$ cat config.mk
export PLATFORM = sky130hd
export DESIGN_NAME = btn_debounce
export DESIGN_NICKNAME = d
export VERILOG_FILES = /design/src/rtl/btn_pkg.sv /design/src/rtl/sync_2ff.sv /design/src/rtl/btn_debounce.sv
export SDC_FILE = /design/constraint.sdc
export NUM_CORES = 1
export LEC_CHECK = 0
export CORE_MARGIN = 1
export CORE_UTILIZATION = 30
export CTS_CLUSTER_SIZE = 16
export DETAILED_ROUTE_END_ITERATION = 10
export SYNTH_ARGS = -nofsm -noshare
export SYNTH_HDL_FRONTEND = slang
export SYNTH_SLANG_ARGS = --single-unit
$ cat constraint.sdc
create_clock -name clk -period 7.8 [get_ports clk]
set_input_delay 1.17 -clock clk [delete_from_list [all_inputs] [get_ports clk]]
set_output_delay 1.17 -clock clk [all_outputs]
set_load 0.01 [all_outputs]
$ cat src/rtl/btn_pkg.sv
// Shared types and defaults for the push-button debouncer.
// Defaults assume a 100 MHz clock: 10 ms debounce window, 1 s long-press.
package btn_pkg;

   typedef enum logic [1:0] {
      RELEASED    = 2'd0,
      PRESS_CHK   = 2'd1,
      PRESSED     = 2'd2,
      RELEASE_CHK = 2'd3
   } btn_state_e;

   localparam int unsigned DEBOUNCE_CYCLES_DEF = 1_000_000;
   localparam int unsigned LONG_CYCLES_DEF     = 100_000_000;

   // Width holding 0..n-1; a count of 1 still needs one bit of storage.
   function automatic int unsigned cnt_w(input int unsigned n);
      return (n < 2) ? 1 : $clog2(n);
   endfunction

endpackage

$ cat src/rtl/sync_2ff.sv
// Generic two-flop synchronizer for bringing asynchronous levels into clk.
// Both stages clear to 0 under synchronous active-low reset.
module sync_2ff #(
   parameter int unsigned W = 1
) (
   input  logic         clk,
   input  logic         resetn,
   input  logic [W-1:0] d,
   output logic [W-1:0] q
);

   logic [W-1:0] meta_q;
   logic [W-1:0] sync_q;

   always_ff @(posedge clk) begin
      if (!resetn) begin
         meta_q <= '0;
         sync_q <= '0;
      end else begin
         meta_q <= d;
         sync_q <= meta_q;
      end
   end

   assign q = sync_q;

endmodule

$ cat src/rtl/btn_debounce.sv
// Push-button debouncer: synchronizes a raw button, accepts edges after a
// stable window, and emits press/release/long-press pulses and a press count.
module btn_debounce
   import btn_pkg::*;
#(
   parameter int unsigned DEBOUNCE_CYCLES = DEBOUNCE_CYCLES_DEF,
   parameter int unsigned LONG_CYCLES     = LONG_CYCLES_DEF
) (
   input  logic       clk,
   input  logic       resetn,
   input  logic       btn,
   output logic       btn_level,
   output logic       btn_press,
   output logic       btn_release,
   output logic       btn_long,
   output logic [3:0] press_cnt
);

   localparam int unsigned   DW        = cnt_w(DEBOUNCE_CYCLES);
   localparam int unsigned   LW        = cnt_w(LONG_CYCLES);
   localparam logic [DW-1:0] DEB_LAST  = DW'(DEBOUNCE_CYCLES - 1);
   localparam logic [LW-1:0] LONG_LAST = LW'(LONG_CYCLES - 1);
   localparam logic          LONG_NOW  = (LONG_CYCLES == 1);

   logic          btn_sync;
   btn_state_e    state_q;
   logic [DW-1:0] deb_cnt_q;
   logic [DW-1:0] deb_cnt_d;
   logic [LW-1:0] long_cnt_q;
   logic [LW-1:0] long_cnt_d;
   logic          long_done_q;
   logic          level_q;
   logic          press_q;
   logic          release_q;
   logic          long_q;
   logic [3:0]    press_cnt_q;
   logic          rel_accept;
   logic          long_step;
   logic          long_hit;

   sync_2ff #(.W(1)) u_sync (
      .clk    (clk),
      .resetn (resetn),
      .d      (btn),
      .q      (btn_sync)
   );

   // The hold timer stops on the cycle a release is accepted so that a
   // long-press and a release can never pulse together.
   always_comb begin
      deb_cnt_d  = deb_cnt_q + DW'(1);
      long_cnt_d = long_cnt_q + LW'(1);
      rel_accept = (state_q == RELEASE_CHK) && !btn_sync && (deb_cnt_q == DEB_LAST);
      long_step  = ((state_q == PRESSED) || (state_q == RELEASE_CHK)) && !rel_accept &&
                   (long_cnt_q != LONG_LAST);
      long_hit   = long_step && (long_cnt_d == LONG_LAST) && !long_done_q;
   end

   always_ff @(posedge clk) begin
      if (!resetn) begin
         state_q     <= RELEASED;
         deb_cnt_q   <= '0;
         long_cnt_q  <= '0;
         long_done_q <= 1'b0;
         level_q     <= 1'b0;
         press_q     <= 1'b0;
         release_q   <= 1'b0;
         long_q      <= 1'b0;
         press_cnt_q <= '0;
      end else begin
         press_q   <= 1'b0;
         release_q <= 1'b0;
         long_q    <= long_hit;

         if (long_step) long_cnt_q <= long_cnt_d;
         if (long_hit)  long_done_q <= 1'b1;

         unique case (state_q)
            RELEASED: begin
               if (btn_sync) begin
                  state_q   <= PRESS_CHK;
                  deb_cnt_q <= '0;
               end
            end
            PRESS_CHK: begin
               if (!btn_sync) begin
                  state_q <= RELEASED;
               end else if (deb_cnt_q == DEB_LAST) begin
                  state_q     <= PRESSED;
                  level_q     <= 1'b1;
                  press_q     <= 1'b1;
                  press_cnt_q <= press_cnt_q + 4'd1;
                  long_cnt_q  <= '0;
                  long_done_q <= LONG_NOW;
                  long_q      <= LONG_NOW;
               end else begin
                  deb_cnt_q <= deb_cnt_d;
               end
            end
            PRESSED: begin
               if (!btn_sync) begin
                  state_q   <= RELEASE_CHK;
                  deb_cnt_q <= '0;
               end
            end
            RELEASE_CHK: begin
               if (btn_sync) begin
                  state_q <= PRESSED;
               end else if (rel_accept) begin
                  state_q   <= RELEASED;
                  level_q   <= 1'b0;
                  release_q <= 1'b1;
               end else begin
                  deb_cnt_q <= deb_cnt_d;
               end
            end
            default: state_q <= RELEASED;
         endcase
      end
   end

   assign btn_level   = level_q;
   assign btn_press   = press_q;
   assign btn_release = release_q;
   assign btn_long    = long_q;
   assign press_cnt   = press_cnt_q;

endmodule
==> impl_metrics.json <==
{
  "power_frac_seq_pct": 46.7,
  "drc_errors": 0,
  "async_flop_share_pct": 0,
  "path_max_fanout": 24,
  "setup_viol": 0,
  "p_int_uw": 521.7,
  "track_usage_pct": 13.44,
  "synth_top_cell_area_share_pct": 38.99,
  "cts_tree": "yes",
  "total_power_uw": 658.0,
  "numClockSinks": 60,
  "slew_headroom_pct": 16.64,
  "synth_flop_cell": "dfxtp_1",
  "synth_top_cell_by_area": "dfxtp_1",
  "hold_buffers": 0,
  "ys_seq_elements": 60,
  "outcome": "complete, no violations",
  "max_cap_violations": 0,
  "fin_cells": 505,
  "synthCells": 365,
  "die_y_um": 103.3,
  "routed_wirelength_mm": 6.557,
  "fin_nets": 374,
  "power-per-cell-area_mw_per_mm2": 187.9,
  "fillers": 1000,
  "final_cell_mix": "dfxtp_1 (60), nor2_1 (51), xor2_1 (37)",
  "critPathLaunchType": "register",
  "cts_setup_buffers": 0,
  "ios": 11,
  "synth_seq_area_share_pct": 38.99,
  "ctsResizeCount": 0,
  "post-route-period-util_pct": 37.81,
  "initial_core_util_pct": 31.23,
  "vias": 2560,
  "viasPerCell": 5.069,
  "dr_wl_met2_mm": 2.797,
  "ys_types": 48,
  "final_common_cell": "dfxtp_1",
  "cp.required_ns": 7.98,
  "tightestPinTransition_ns": 1.242,
  "ant_nets": 0,
  "clock_path_buffers": 2,
  "finalHoldViolCount": 0,
  "globalplace.congestion": 0.8301,
  "port_buffers": 10,
  "routedWlPerCell_um": 12.98,
  "top_layer_used": "met4",
  "ys_warn_count": 0,
  "wl_met1_mm": 3.296,
  "hp-class": "reg2reg",
  "clk_latency_ns": 0.35,
  "p_sw_share_pct": 20.70,
  "grt_pass1_vias": 2359,
  "dp_hpwl_mm": 4.419,
  "whs_ns": 0.4384,
  "synthesis.area_mm2": 0.003080,
  "synthToLayoutAreaGrowth_pct": 13.65,
  "synth_edf_count": 0,
  "finalClockSkew_ns": 0.009616,
  "synthesis.nets": 372,
  "fp.coreArea_mm2": 0.009864,
  "critical_path_class": "reg2reg",
  "rrSetupSlack_ns": 4.85,
  "grt-ovfl-total": 0,
  "finalSetupTns_ns": 0,
  "grt_setup_unrepaired": "false",
  "vdd_drop_max_mv": 0.09354,
  "dpl.cell_count": 489,
  "cts_made_buffers": 9,
  "antenna_cells_inserted": 0,
  "grt_start_max_net_pins": 29,
  "grt_pass1_wl_mm": 10.99,
  "first_pass_iters": 4,
  "avgSynthCellArea_um2": 8.440,
  "power_frac_comb_pct": 1.3,
  "end_kind": "register",
  "cts-root-buf": "clkbuf_8",
  "max_freq_ghz": 0.3390,
  "antenna_found_initial": 0,
  "crit_arrival_ns": 3.13,
  "clkSlewWorstSetupHoldPaths_ns": 0.07,
  "pwr-share-clk_pct": 52.0,
  "period_needed_ns": 2.950,
  "switchingPower_uw": 136.2,
  "drt_iter0_drc": 126,
  "cts_htree_levels": 3,
  "rows": 36,
  "drive_above_1_share_pct": 5.914,
  "finalMaxSlewViolations": 0,
  "dr_wl_met3_um": 242,
  "p_leak_nw": 1.152,
  "die-area_mm2": 0.01068,
  "die_w_um": 103.3,
  "synth_area_leaders": "dfxtp_1 (39%), xor2_1 (11%), nor2_1 (6.2%)"
}
-- logic make-up (layout without fill, tap and decap cells) --
| group | Yosys count | in the layout | synth area share (%) |
|---|---|---|---|
| AO/OA/AOI/OAI | 38 | 38 | 8.164 |
| AND/OR/NAND/NOR | 185 | 185 | 32.94 |
| multiplexers | 2 | 2 | 0.6499 |
| flip-flops | 60 | 60 | 38.99 |
| buffers and inverters | 28 | 35 | 3.980 |
| adder cells (fa/ha/maj) | 4 | 4 | 1.625 |
| XOR/XNOR | 48 | 48 | 13.65 |
-- final cells by class --
cell class	instances	area (um2)	share of cell area, %
timing repair buffer	10	100.1	2.859
tap	133	166.4	4.753
sequential	60	1201	34.31
multi-input combinational	277	1760	50.29
clock buffer	10	127.6	3.645
inverter	9	33.78	0.9650
clock inverter	6	111.4	3.181
-- synth_stat cells (2+ instances only) --
cell type,instances
o2111ai_1,3
a21oi_1,9
or3_1,6
buf_2,2
inv_1,9
nand4_1,22
nand2b_1,3
nor2_1,51
nand2_1,16
nor4_1,9
nor2b_1,2
xnor2_1,11
clkbuf_1,15
buf_6,2
o21ai_0,9
ha_1,4
and2_1,13
nand3_1,25
or4_1,4
o21a_1,2
nand3_2,2
nor3_1,5
a31oi_1,2
o21ai_1,2
mux2i_1,2
a21boi_0,3
and3_1,13
dfxtp_1,60
xor2_1,37
and4_1,4
-- power groups by stage --
stage	sequential [mW]	clock [mW]	combinational, mW
final	0.307	0.342	0.00860
after global routing	0.307	0.360	0.00949
after CTS	0.307	0.349	0.00870
after detailed placement	0.314	0	0.00870
after global placement	0.314	0	0.00838
after floorplan	0.314	0	0.00580
-- path summary, 6_finish.rpt --
| check | startpoint | endpoint | cells past startpoint |
|---|---|---|---|
| max | long_cnt_q[0]$_SDFF_PN0_ | long_cnt_q[16]$_SDFF_PN0_ | 7 |
| max reg2reg | long_cnt_q[0]$_SDFF_PN0_ | long_cnt_q[16]$_SDFF_PN0_ | 7 |
| min | long_done_q$_SDFF_PN0_ | btn_long$_SDFF_PN0_ | 1 |
| min reg2reg | long_done_q$_SDFF_PN0_ | btn_long$_SDFF_PN0_ | 1 |
-- stage by stage --
stage                     instance area (um2)  setup WS (ns)  util [%]
after floorplan                          3080          5.304         -
after global placement                   3262          4.842     33.07
after detailed placement                 3262          4.844     33.07
after CTS                                3501          4.869     35.49
after global routing                     3501          4.532     35.49
final                                    3501          4.850     35.49
-- flip-flops by register name (all words and copies together), names as in the netlist, named ones only --
name / cells
u_sync.q: 1
btn_long: 1
press_cnt: 4
long_done_q: 1
long_cnt_q: 27
btn_level: 1
btn_release: 1
deb_cnt_q: 20
state_q: 1
u_sync.meta_q: 1
btn_press: 1
-- per-layer routing --
metal	global-route usage (%)	up-vias
li1	-	1288
met1	17.96	1202
met2	19.28	51
met3	3.226	19
met4	8.667	0
met5	0	-
-- critical path, cell delays in order (launching register included) --
cell     delay, ns
dfxtp_1       0.43
ha_1          0.26
nand3_1       0.21
nor2_1        0.25
nand4_1       0.90
nand4_1       0.51
or3_1         0.16
a21oi_1       0.06
(Power assumes the default switching activity.)
